--- src/rtl/instruction_fetch_unit_pkg.sv ---
// Shared SPARC front-end definitions.
// Fetch FSM states and the fetch bus constants.
package sparc_pkg;

    typedef enum logic [1:0] {
        FS_IDLE  = 2'd0,
        FS_WAIT  = 2'd1,
        FS_HOLD  = 2'd2,
        FS_FAULT = 2'd3
    } fetch_state_e;

    localparam logic [5:0]  OP_LD_WORD  = 6'b000000;
    localparam logic [31:0] INSTR_BYTES = 32'd4;
    localparam logic [1:0]  ALIGN_MASK  = 2'b11;

    function automatic logic is_misaligned(input logic [31:0] addr);
        return (addr[1:0] & ALIGN_MASK) != 2'b00;
    endfunction

endpackage

--- src/rtl/instruction_fetch_unit_if.sv ---
// Instruction memory bus with the MFC completion handshake.
// master = fetch unit, slave = memory.
interface instruction_fetch_unit_if;

    logic        RAM_enable;
    logic [5:0]  RAM_OpCode;
    logic [31:0] RAM_addr;
    logic [31:0] RAM_data;
    logic        MFC;

    modport master (
        output RAM_enable,
        output RAM_OpCode,
        output RAM_addr,
        input  RAM_data,
        input  MFC
    );

    modport slave (
        input  RAM_enable,
        input  RAM_OpCode,
        input  RAM_addr,
        output RAM_data,
        output MFC
    );

endinterface

--- src/rtl/instruction_fetch_unit_timeout.sv ---
// Wait-cycle counter for an outstanding memory read.
// tc_o flags the last cycle allowed before the request is declared lost.
module fetch_timeout_counter #(
    parameter int unsigned MFC_TIMEOUT = 16
) (
    input  logic       clk_i,
    input  logic       rst_i,
    input  logic       clr_i,
    input  logic       inc_i,
    output logic       tc_o,
    output logic [7:0] count_o
);

    localparam logic [7:0] TC_VAL = 8'(MFC_TIMEOUT - 1);

    logic [7:0] count_q;
    logic [7:0] count_d;

    always_comb begin
        count_d = count_q;
        if (clr_i) begin
            count_d = '0;
        end else if (inc_i) begin
            count_d = count_q + 8'd1;
        end
    end

    always_ff @(posedge clk_i) begin
        if (rst_i) begin
            count_q <= '0;
        end else begin
            count_q <= count_d;
        end
    end

    assign tc_o    = (count_q == TC_VAL);
    assign count_o = count_q;

endmodule

--- src/rtl/instruction_fetch_unit.sv ---
// SPARC fetch stage: owns PC/nPC, reads one word per instruction and
// hands it to the control unit; taken branches redirect nPC (delay slot).
module instruction_fetch_unit
    import sparc_pkg::*;
#(
    parameter logic [31:0] RESET_PC    = 32'h0000_0000,
    parameter int unsigned MFC_TIMEOUT = 16
) (
    input  logic                      Clk,
    input  logic                      RESET,
    instruction_fetch_unit_if.master  ram,
    output logic [31:0]               IR_Out,
    output logic                      ir_valid,
    input  logic                      ir_ready,
    input  logic                      branch_taken,
    input  logic [31:0]               branch_target,
    output logic [31:0]               PC_out,
    output logic [31:0]               nPC_out,
    output logic                      fetch_fault
);

    fetch_state_e state_q, state_d;
    logic [31:0]  pc_q, pc_d;
    logic [31:0]  npc_q, npc_d;
    logic [31:0]  ir_q, ir_d;
    logic         valid_q, valid_d;
    logic         en_q, en_d;
    logic [5:0]   op_q, op_d;
    logic [31:0]  addr_q, addr_d;
    logic         fault_q, fault_d;

    logic         tmr_clr;
    logic         tmr_inc;
    logic         tmr_tc;
    logic [7:0]   tmr_count;

    fetch_timeout_counter #(
        .MFC_TIMEOUT (MFC_TIMEOUT)
    ) u_timeout (
        .clk_i   (Clk),
        .rst_i   (RESET),
        .clr_i   (tmr_clr),
        .inc_i   (tmr_inc),
        .tc_o    (tmr_tc),
        .count_o (tmr_count)
    );

    always_comb begin
        state_d = state_q;
        pc_d    = pc_q;
        npc_d   = npc_q;
        ir_d    = ir_q;
        valid_d = valid_q;
        en_d    = en_q;
        op_d    = op_q;
        addr_d  = addr_q;
        fault_d = fault_q;
        tmr_clr = 1'b0;
        tmr_inc = 1'b0;

        unique case (state_q)
            FS_IDLE: begin
                if (is_misaligned(pc_q)) begin
                    fault_d = 1'b1;
                    state_d = FS_FAULT;
                end else begin
                    addr_d  = pc_q;
                    en_d    = 1'b1;
                    op_d    = OP_LD_WORD;
                    tmr_clr = 1'b1;
                    state_d = FS_WAIT;
                end
            end
            // MFC takes priority over the timeout on the same edge
            FS_WAIT: begin
                if (ram.MFC) begin
                    ir_d    = ram.RAM_data;
                    valid_d = 1'b1;
                    en_d    = 1'b0;
                    op_d    = '0;
                    state_d = FS_HOLD;
                end else if (tmr_tc) begin
                    en_d    = 1'b0;
                    op_d    = '0;
                    fault_d = 1'b1;
                    state_d = FS_FAULT;
                end else begin
                    tmr_inc = 1'b1;
                end
            end
            FS_HOLD: begin
                if (valid_q && ir_ready) begin
                    pc_d    = npc_q;
                    npc_d   = branch_taken ? branch_target
                                           : npc_q + INSTR_BYTES;
                    valid_d = 1'b0;
                    state_d = FS_IDLE;
                end
            end
            FS_FAULT: begin
                fault_d = 1'b1;
                en_d    = 1'b0;
                op_d    = '0;
                valid_d = 1'b0;
            end
        endcase
    end

    always_ff @(posedge Clk) begin
        if (RESET) begin
            state_q <= FS_IDLE;
            pc_q    <= RESET_PC;
            npc_q   <= RESET_PC + INSTR_BYTES;
            ir_q    <= '0;
            valid_q <= 1'b0;
            en_q    <= 1'b0;
            op_q    <= '0;
            addr_q  <= '0;
            fault_q <= 1'b0;
        end else begin
            state_q <= state_d;
            pc_q    <= pc_d;
            npc_q   <= npc_d;
            ir_q    <= ir_d;
            valid_q <= valid_d;
            en_q    <= en_d;
            op_q    <= op_d;
            addr_q  <= addr_d;
            fault_q <= fault_d;
        end
    end

    assign ram.RAM_enable = en_q;
    assign ram.RAM_OpCode = op_q;
    assign ram.RAM_addr   = addr_q;

    assign IR_Out      = ir_q;
    assign ir_valid    = valid_q;
    assign PC_out      = pc_q;
    assign nPC_out     = npc_q;
    assign fetch_fault = fault_q;

endmodule

--- src/flat_wrapper.sv ---
// flat-port wrapper written by rule: the top's interface ports become plain ports
module instruction_fetch_unit_flat import sparc_pkg::*;
#(
    parameter logic [31:0] RESET_PC    = 32'h0000_0000,
    parameter int unsigned MFC_TIMEOUT = 16
)
  (Clk, RESET, IR_Out, ir_valid, ir_ready, branch_taken, branch_target, PC_out, nPC_out, fetch_fault, ram_RAM_enable, ram_RAM_OpCode, ram_RAM_addr, ram_RAM_data, ram_MFC);
  instruction_fetch_unit_if ram_i ();
  input  logic Clk;
  input  logic RESET;
  output logic [31:0] IR_Out;
  output logic ir_valid;
  input  logic ir_ready;
  input  logic branch_taken;
  input  logic [31:0] branch_target;
  output logic [31:0] PC_out;
  output logic [31:0] nPC_out;
  output logic fetch_fault;
  output wire logic [$bits(ram_i.RAM_enable)-1:0] ram_RAM_enable;
  output wire logic [$bits(ram_i.RAM_OpCode)-1:0] ram_RAM_OpCode;
  output wire logic [$bits(ram_i.RAM_addr)-1:0] ram_RAM_addr;
  input wire logic [$bits(ram_i.RAM_data)-1:0] ram_RAM_data;
  input wire logic [$bits(ram_i.MFC)-1:0] ram_MFC;
  assign ram_RAM_enable = ram_i.RAM_enable;
  assign ram_RAM_OpCode = ram_i.RAM_OpCode;
  assign ram_RAM_addr = ram_i.RAM_addr;
  assign ram_i.RAM_data = ram_RAM_data;
  assign ram_i.MFC = ram_MFC;
  instruction_fetch_unit #(.RESET_PC(RESET_PC), .MFC_TIMEOUT(MFC_TIMEOUT)) u_core (.Clk(Clk), .RESET(RESET), .ram(ram_i), .IR_Out(IR_Out), .ir_valid(ir_valid), .ir_ready(ir_ready), .branch_taken(branch_taken), .branch_target(branch_target), .PC_out(PC_out), .nPC_out(nPC_out), .fetch_fault(fetch_fault));
endmodule
--- config.mk ---
export PLATFORM = sky130hd
export DESIGN_NAME = instruction_fetch_unit_flat
export DESIGN_NICKNAME = d
export VERILOG_FILES = /design/src/rtl/instruction_fetch_unit_pkg.sv /design/src/rtl/instruction_fetch_unit_if.sv /design/src/rtl/instruction_fetch_unit_timeout.sv /design/src/rtl/instruction_fetch_unit.sv /design/src/flat_wrapper.sv
export SDC_FILE = /design/constraint.sdc
export NUM_CORES = 1
export LEC_CHECK = 0
export ABC_AREA = 1
export CAP_MARGIN = 5
export CORE_MARGIN = 2
export CORE_UTILIZATION = 30
export DETAILED_ROUTE_END_ITERATION = 10
export GPL_TIMING_DRIVEN = 0
export MAX_ROUTING_LAYER = met4
export SYNTH_ARGS = -nofsm -noshare
export SYNTH_HDL_FRONTEND = slang
export SYNTH_HIERARCHICAL = 1
export SYNTH_SLANG_ARGS = --single-unit
--- constraint.sdc ---
create_clock -name Clk -period 2.1 [get_ports Clk]
set_clock_uncertainty 0.05 [all_clocks]
set_input_delay 0.525 -clock Clk [delete_from_list [all_inputs] [get_ports Clk]]
set_output_delay 0.525 -clock Clk [all_outputs]
set_load 0.1 [all_outputs]
==> results of run 1 <==
-- registers in the layout (all words and copies together) (netlist names) --
| register | count |
|---|---|
| u_core/u_timeout/count_o | 8 |
| u_core/ir_valid | 1 |
| u_core/state_q | 2 |
| u_core/ram.RAM_enable | 1 |
| u_core/fetch_fault | 1 |
| u_core/ram.RAM_addr | 32 |
| u_core/IR_Out | 32 |
| u_core/nPC_out | 32 |
| u_core/PC_out | 32 |
-- cell type report --
| class | instances | share of cell area [%] |
|---|---|---|
| Inverter | 75 | 2.97 |
| Clock inverter | 11 | 1.98 |
| Timing Repair Buffer | 198 | 22.1 |
| Multi-Input combinational cell | 613 | 31.4 |
| Tap cell | 275 | 3.63 |
| Buffer | 52 | 3.08 |
| Clock buffer | 21 | 4.97 |
| Sequential cell | 141 | 29.9 |
-- per-layer routing --
layer | GRT usage (%) | part of all wire (%) | vias to the layer above
met3 | 4.65 | 7.7 | 28
met5 | - | 0 | -
met4 | 6.81 | 1.6 | 0
met2 | 32.6 | 46 | 275
li1 | - | - | 3297
met1 | 26.7 | 45 | 3027
-- cells by family (layout without fill, tap and decap cells) --
logic type	count (synthesis)	in the layout
adder cells (fa/ha/maj)	6	6
buffers and inverters	127	357
flip-flops	141	141
AND/OR/NAND/NOR	408	408
other	1	6
AO/OA/AOI/OAI	193	193
-- what timing repair did --
item / in CTS / in global routing
endpoints found under the hold margin: 0 / 0
setup endpoints to repair: 134 / 39
setup buffers: 0 / 0
pin swaps: 0 / 0
resized for setup: 401 / 25
-- per-stage QoR --
step                setup slack (ns)  cells  TNS, ns  util, %  total power (uW)
global placement              -0.469   1354   -19.83     41.6              8890
finish                        0.0328   1386        0     45.3             12100
detailed placement            -0.464   1354   -21.03     41.6              8930
CTS                         0.000247   1386        0     45.4             12200
global route                 0.00203   1386        0     45.3             12600
floorplan                    0.00246    881        0        -              7520
-- worst min-delay path by stage --
stage / endpoint / cells past startpoint / start
after CTS: u_core/ram.RAM_addr[0] / 2 / u_core/ram.RAM_addr[0]
final: u_core/ram.RAM_addr[1] / 2 / u_core/ram.RAM_addr[1]
after global routing: u_core/ram.RAM_enable / 2 / u_core/ram.RAM_enable
after global placement: u_core/ram.RAM_addr[0] / 2 / u_core/ram.RAM_addr[0]
after detailed placement: u_core/ram.RAM_addr[0] / 2 / u_core/ram.RAM_addr[0]
after floorplan: u_core/u_timeout/count_o[0] / 1 / u_core/u_timeout/count_o[0]
-- Yosys cell counts, types with 2 or more instances --
library cell	instances	area (um2)
nand3_2	5	50.1
nor2_2	11	68.8
buf_4	8	60.1
a21oi_1	64	320
a21oi_2	9	78.8
clkbuf_1	22	82.6
a211oi_1	9	67.6
dfxtp_1	141	2820
nand3_1	58	290
or2_2	4	25.0
ha_1	6	75.1
nor2_4	7	78.8
o211ai_1	9	67.6
o21ai_0	91	455
clkbuf_8	2	27.5
inv_2	4	15.0
nor2_1	166	623
inv_1	70	263
nand2_2	11	68.8
nand4_1	8	50.1
nand2_1	133	499
buf_2	17	85.1
a31oi_1	9	56.3
-- cell usage in the layout, fill, tap and decap left out, drive strengths merged --
cell,netlist,final
nor4,1,1
nand3,63,63
dlygate4sd1,1,1
a32oi,1,1
a31oi,9,9
a211oi,9,9
o221ai,1,1
clkdlybuf4s18,0,5
clkdlybuf4s50,0,67
o211ai,9,9
clkdlybuf4s15,0,118
dfxtp,141,141
nand2,145,145
nor3,1,1
bufinv,0,5
clkinv,1,4
buf,27,32
or2,4,4
clkinvlp,0,3
and2,1,1
nand4,8,8
conb,1,6
o21ai,91,91
ha,6,6
clkbuf,24,48
a21oi,73,73
inv,74,74
nor2,185,185
-- worst register-to-register path, cell delays in order (launching register included) --
cell	delay (ns)
dfxtp_1	0.35
inv_1	0.10
ha_1	0.20
nand3_2	0.21
clkbuf_1	0.32
nor2_1	0.33
nand4_1	0.18
a31oi_1	0.18
-- power by group through the flow --
stage | clock [uW] | combinational (uW) | sequential [uW]
2_1_floorplan | 0 | 1150 | 6380
3_3_place_gp | 0 | 5480 | 3410
3_5_place_dp | 0 | 5500 | 3430
4_1_cts | 3430 | 5400 | 3370
5_1_grt | 3530 | 5660 | 3420
6_report | 3350 | 5390 | 3370
==> summary.txt, run 1 <==
Drt
  – DRT Pass-1 Iters: 5
  – Routed Antenna Nets: 0
  – First DRT Iteration DRCs: 566
  – DRC: 0
  – Avg WL per Cell: 16.2 um
  – Drt total wl: about 22 mm
  – Vias per std cell: 4.78
  – Via Count: 6627

Clocking
  – Clock Sink Count: approximately 140
  – CTS clk-pin slew, worst paths: around 0.06 ns
  – Worst skew pair latency: 0.42 ns
  – CTS tree: yes
  – # hold bufs at CTS: 0
  – Longest Clk Path Bufs: 2
  – H-tree depth: 4
  – Root Buffer: clkbuf_16
  – CTS Buf Count: 17

Worst setup path
  – Max stage delay cell, worst path: clkdlybuf4s15_2
  – Crit end category: output port
  – R2R depth: 7
  – CP peak stage delay: 0.61 ns
  – Crit path buf inv count: 1
  – CP startpoint: u_core/nPC_out[4]
  – Worst-path fanout max: 6
  – Reg-to-reg critical path startpoint: u_core/state_q[0]
  – Worst path cell trace: clkdlybuf4s15_2
  – Largest delay share family, worst path: buffers and inverters
  – Crit path capture: nPC_out[4]
  – WP depth: 1
  – Worst EP arrival: roughly 1.5 ns
  – CP Class: register to output port
  – FF-to-FF End: u_core/nPC_out[15]
  – R2R Setup Slk: 0.10 ns
  – Crit path launch type: register
  – Critical Path RT: roughly 1.5 ns

Yosys
  – Number of synthesized register bits: roughly 140
  – Seq/Total Area, Yosys: 44.6%
  – Largest family of logic cells by synthesized area: simple AND/OR/NAND/NOR gates
  – Post-synthesis mux area share: 0%
  – Synth Area in XOR/XNOR: 0%
  – Synthesized instance count: roughly 900
  – Unique masters post-synth: 35
  – Cell Area, Synth: 0.00633 mm2
  – Synth Area in Adders: between 1 and 1.5%
  – EDFF count, synth: 0
  – Compound-Gate Fraction of Synth Area: 16.8%
  – Mean Syn Cell Area: between 7 and 8 um2
  – Post-synth ARST share: 0%
  – Simple-gate share of the synthesized area: 28.5%
  – Synth Flop Type: dfxtp_1
  – Synth Warn #: 6

Layout
  – P&R area growth vs syn: 49.6%
  – Ant. Diodes: 0
  – Finished layout cell area: 0.00947 mm2
  – Final nets: 1173
  – Layout cells sized above 1: 23.0%
  – Fill cells: 2145
  – Register area: 0.00283 mm2
  – Area occupied by multi-input gates: 0.00297 mm2

Place
  – IO Port Bufs: 198
  – Dpl hpwl: approximately 17 mm
  – Final Wtd Congestion: 0.929
  – Area post-placement: 0.00868 mm2

Die
  – Die width: around 150 um
  – I/O pin cnt: 206
  – Starting Density: 30.3%
  – Die Span Y: 149 um
  – Die area: between 0.02 and 0.025 mm2
  – Number of core rows: 53
  – Core area: 0.0209 mm2

STA
  – Setup-failing EPs final: 0
  – Final hold slack: approximately 0.40 ns
  – Count of final hold-check violations: 0
  – Fmax: 484 MHz
  – Fin crit share: 98.4%
  – Tmin final: 2.07 ns
  – Worst-Margin Slew: 0.763 ns
  – Max-slew violations: 0
  – Rel. slew slack: around half
  – RSZ-0062 raised after global routing: false

Pwr
  – Seq pwr share: between 20% and 30%
  – Clk pwr share: 27.7%
  – PwrDens: 1280 mW/mm2
  – Psw: 5690 uW
  – Worst VDD drop: 423 uV
  – Sw Share: 46.9%
  – Comb power frac: approximately 45%
  – Cell Int Power: 6430 uW
  – Lkg Pwr: 0.00344 uW

Global routing
  – Total congestion overflow: 0
  – Initial antenna violation count: 0
  – First-pass GRT wire length: 34.5 mm
  – Vias in the first global route: between 6k and 7k
  – Largest net degree at the start of global routing: 17
  – GR Util All Layers: 20.8%

Flow run
  – Number of max-cap violations: 0

Min path
  – Hold WC Path Type: register to register

Outcome
  – Outcome: finished clean
Note: power is estimated with default switching activity, not from simulation.
==> inputs of run 2 (changes only) <==
--- a/config.mk
+++ b/config.mk
@@ -12,6 +12,7 @@
 export DETAILED_ROUTE_END_ITERATION = 10
 export GPL_TIMING_DRIVEN = 0
 export MAX_ROUTING_LAYER = met4
+export SLEW_MARGIN = 30
 export SYNTH_ARGS = -nofsm -noshare
 export SYNTH_HDL_FRONTEND = slang
 export SYNTH_HIERARCHICAL = 1
==> run 2 against run 1 <==
Against the previous run:
- setup slack better by 0.0014 ns
- global-route usage down 0.19 points
- hold slack worse by 0.00067 ns
- utilization down 0.084 points
- fmax about the same
- first-iteration DRC count down 16%
- cell count unchanged
- combinational power about the same
- final area down 0.19%
- clock-buffer cell count unchanged
- critical endpoint is now nPC_out[6]
- largest cell class unchanged
==> summary.txt, run 2 (synthesis gave the netlist of run 1 again) <==
Outcome
  – Outcome: finished clean

STA
  – Fmax: 484 MHz (about the same)
  – Tmin final: 2.07 ns (-0.00135 ns)
  – Setup-failing EPs final: 0 (unchanged)
  – Max-slew violations: 0 (unchanged)
  – Rel. slew slack: 51.1% (+1.9 points)
  – Fin crit share: 98.4% (about the same)
  – RSZ-0062 raised after global routing: false
  – Worst-Margin Slew: 0.734 ns (-0.0292 ns)
  – Count of final hold-check violations: 0 (unchanged)
  – Setup slack after layout: 0.0342 ns (+0.00135 ns)

Drt
  – First DRT Iteration DRCs: 476 (-16%)
  – Avg WL per Cell: 16.1 um (-0.34%)
  – DRT Pass-1 Iters: 6 (+1)
  – Via Count: 6597 (-0.45%)
  – Routed Antenna Nets: 0 (unchanged)
  – Drt total wl: 22.4 mm (-0.34%)
  – Vias per std cell: 4.76 (-0.45%)
  – DRC: 0 (unchanged)

Clocking
  – Worst skew pair latency: 0.42 ns (about the same)
  – CTS tree: yes
  – Clock Sink Count: 141 (unchanged)
  – Post-CTS Setup Bufs: 0 (unchanged)
  – Root Buffer: clkbuf_16
  – Longest Clk Path Bufs: 2 (unchanged)
  – H-tree depth: 4 (unchanged)
  – CTS Buf Count: 17 (unchanged)
  – # hold bufs at CTS: 0 (unchanged)
  – CTS clk-pin slew, worst paths: 0.06 ns (about the same)

Worst setup path
  – Crit path buf inv count: 1 (unchanged)
  – Max stage delay cell, worst path: clkdlybuf4s18_2
  – Worst-path fanout max: 6 (unchanged)
  – CP Class: register to output port
  – Crit end category: output port
  – Critical Path RT: 1.52 ns (about the same)
  – Crit path launch type: register
  – Worst path cell trace: clkdlybuf4s18_2
  – Largest delay share family, worst path: buffers and inverters
  – CP startpoint: u_core/nPC_out[6]
  – Reg-to-reg critical path startpoint: u_core/state_q[0]
  – Worst EP arrival: 1.49 ns (about the same)
  – CP peak stage delay: 0.60 ns (about the same)

Layout
  – Final nets: 1173 (unchanged)
  – Fin cells: 1386 (unchanged)
  – Layout cells sized above 1: 22.9% (-0.090 points)
  – Ant. Diodes: 0 (unchanged)
  – Fill cells: 2142 (-0.14%)
  – P&R area growth vs syn: 49.3%
  – Commonest non-fill, non-tap cells in the layout: nor2_1 (166), dfxtp_1 (134), nand2_1 (133)
  – Commonest non-fill, non-tap cell in the layout: nor2_1
  – Fin util: 45.2% (-0.084 points)

Global routing
  – Total congestion overflow: 0 (unchanged)
  – Initial antenna violation count: 0 (unchanged)
  – GR Util All Layers: 20.7% (-0.19 points)
  – Vias in the first global route: 6205 (-1.4%)
  – Largest net degree at the start of global routing: 17 (unchanged)
  – First-pass GRT wire length: 34.2 mm (-0.78%)

Die
  – Die Span Y: 149 um (unchanged)
  – Die area: 0.0223 mm2 (unchanged)
  – Number of core rows: 53 (unchanged)
  – Core area: 0.0209 mm2 (unchanged)
  – Starting Density: 30.3% (unchanged)
  – I/O pin cnt: 206 (unchanged)
  – Die width: 149 um (unchanged)

Min path
  – Hold WC Path Type: register to register
  – Hold_sp: u_core/ram.RAM_addr[1]

Place
  – DP Cell Count: 1354 (unchanged)
  – IO Port Bufs: 198 (unchanged)
  – Post-Place Setup Slack: -0.466 ns (-0.00187 ns)
  – Dpl hpwl: 17.2 mm (about the same)
  – Final Wtd Congestion: 0.929 (unchanged)

Pwr
  – Lkg Pwr: 0.00344 uW (about the same)
  – PwrDens: 1280 mW/mm2 (-0.27%)
  – Worst VDD drop: 519 uV (+23%)

Flow run
  – Number of max-cap violations: 0 (unchanged)
-- run 2: changes by cell type in the layout (fill, tap and decap cells not counted) --
cell	delta
clkdlybuf4s18_2	-1
buf_2	+2
clkinvlp_4	-1
nand2_2	-1
clkbuf_4	-1
clkbuf_8	-1
clkbuf_2	+1
clkinv_4	+1
nand2_1	+1
-- run 2: cell type report --
| cell class | instances | area, um2 | area share [%] |
|---|---|---|---|
| multi-input cells | 613 | 2970 | 31.4 |
| well taps | 275 | 344 | 3.64 |
| repair buffers | 198 | 2080 | 22.1 |
| plain buffers | 52 | 290 | 3.07 |
| inverters | 75 | 282 | 2.98 |
| flip-flops and latches | 141 | 2830 | 30.0 |
| clock inverters | 11 | 189 | 2.00 |
| clock buffers | 21 | 460 | 4.87 |
-- run 2: routing by layer --
metal / GRT usage, % / vias to the layer above / wire [um]
met5: - / - / 0
met4: 6.48 / 0 / 399
met3: 4.62 / 26 / 1660
met2: 32.6 / 271 / 10100
met1: 26.4 / 3003 / 10200
li1: - / 3297 / -
-- run 2: final timing paths --
path,to,slack (ns),cells after the start
max,nPC_out[6],0.03,1
min,u_core/ram.RAM_addr[1],0.39,2
max reg2reg,u_core/nPC_out[15],0.09,7
min reg2reg,u_core/ram.RAM_addr[1],0.39,2
-- run 2: metrics by stage --
| stage | total power (uW) | TNS (ns) | hold slack [ns] | area [um2] |
|---|---|---|---|---|
| CTS | 12100 | 0 | 0.398 | 9460 |
| finish | 12100 | 0 | 0.395 | 9450 |
| floorplan | 7520 | 0 | 0.404 | 6360 |
| global route | 12600 | 0 | 0.421 | 9450 |
| global placement | 8890 | -19.83 | 0.386 | 8680 |
| detailed placement | 8910 | -21.17 | 0.388 | 8670 |
-- run 2: where the power goes --
| group | switching, uW | total, uW | leakage (uW) | internal (uW) |
|---|---|---|---|---|
| clock | 1150 | 3320 | 0.000313 | 2170 |
| combinational | 4280 | 5380 | 0.00198 | 1100 |
| sequential | 239 | 3360 | 0.00115 | 3120 |
| total | 5670 | 12100 | 0.00344 | 6390 |
-- run 2: what timing repair did --
| item | 4_1_cts | 5_1_grt |
|---|---|---|
| setup endpoints to repair | 131 | 30 |
| pin swaps | 0 | 0 |
| resized for setup | 392 | 20 |
| hold endpoints to repair | 0 | 0 |
-- run 2: worst min-delay path, delay by kind of cell (launching register included) --
kind             cells  cell delay [ns]
AND/OR/NAND/NOR      2             0.10
flip-flops           1             0.31
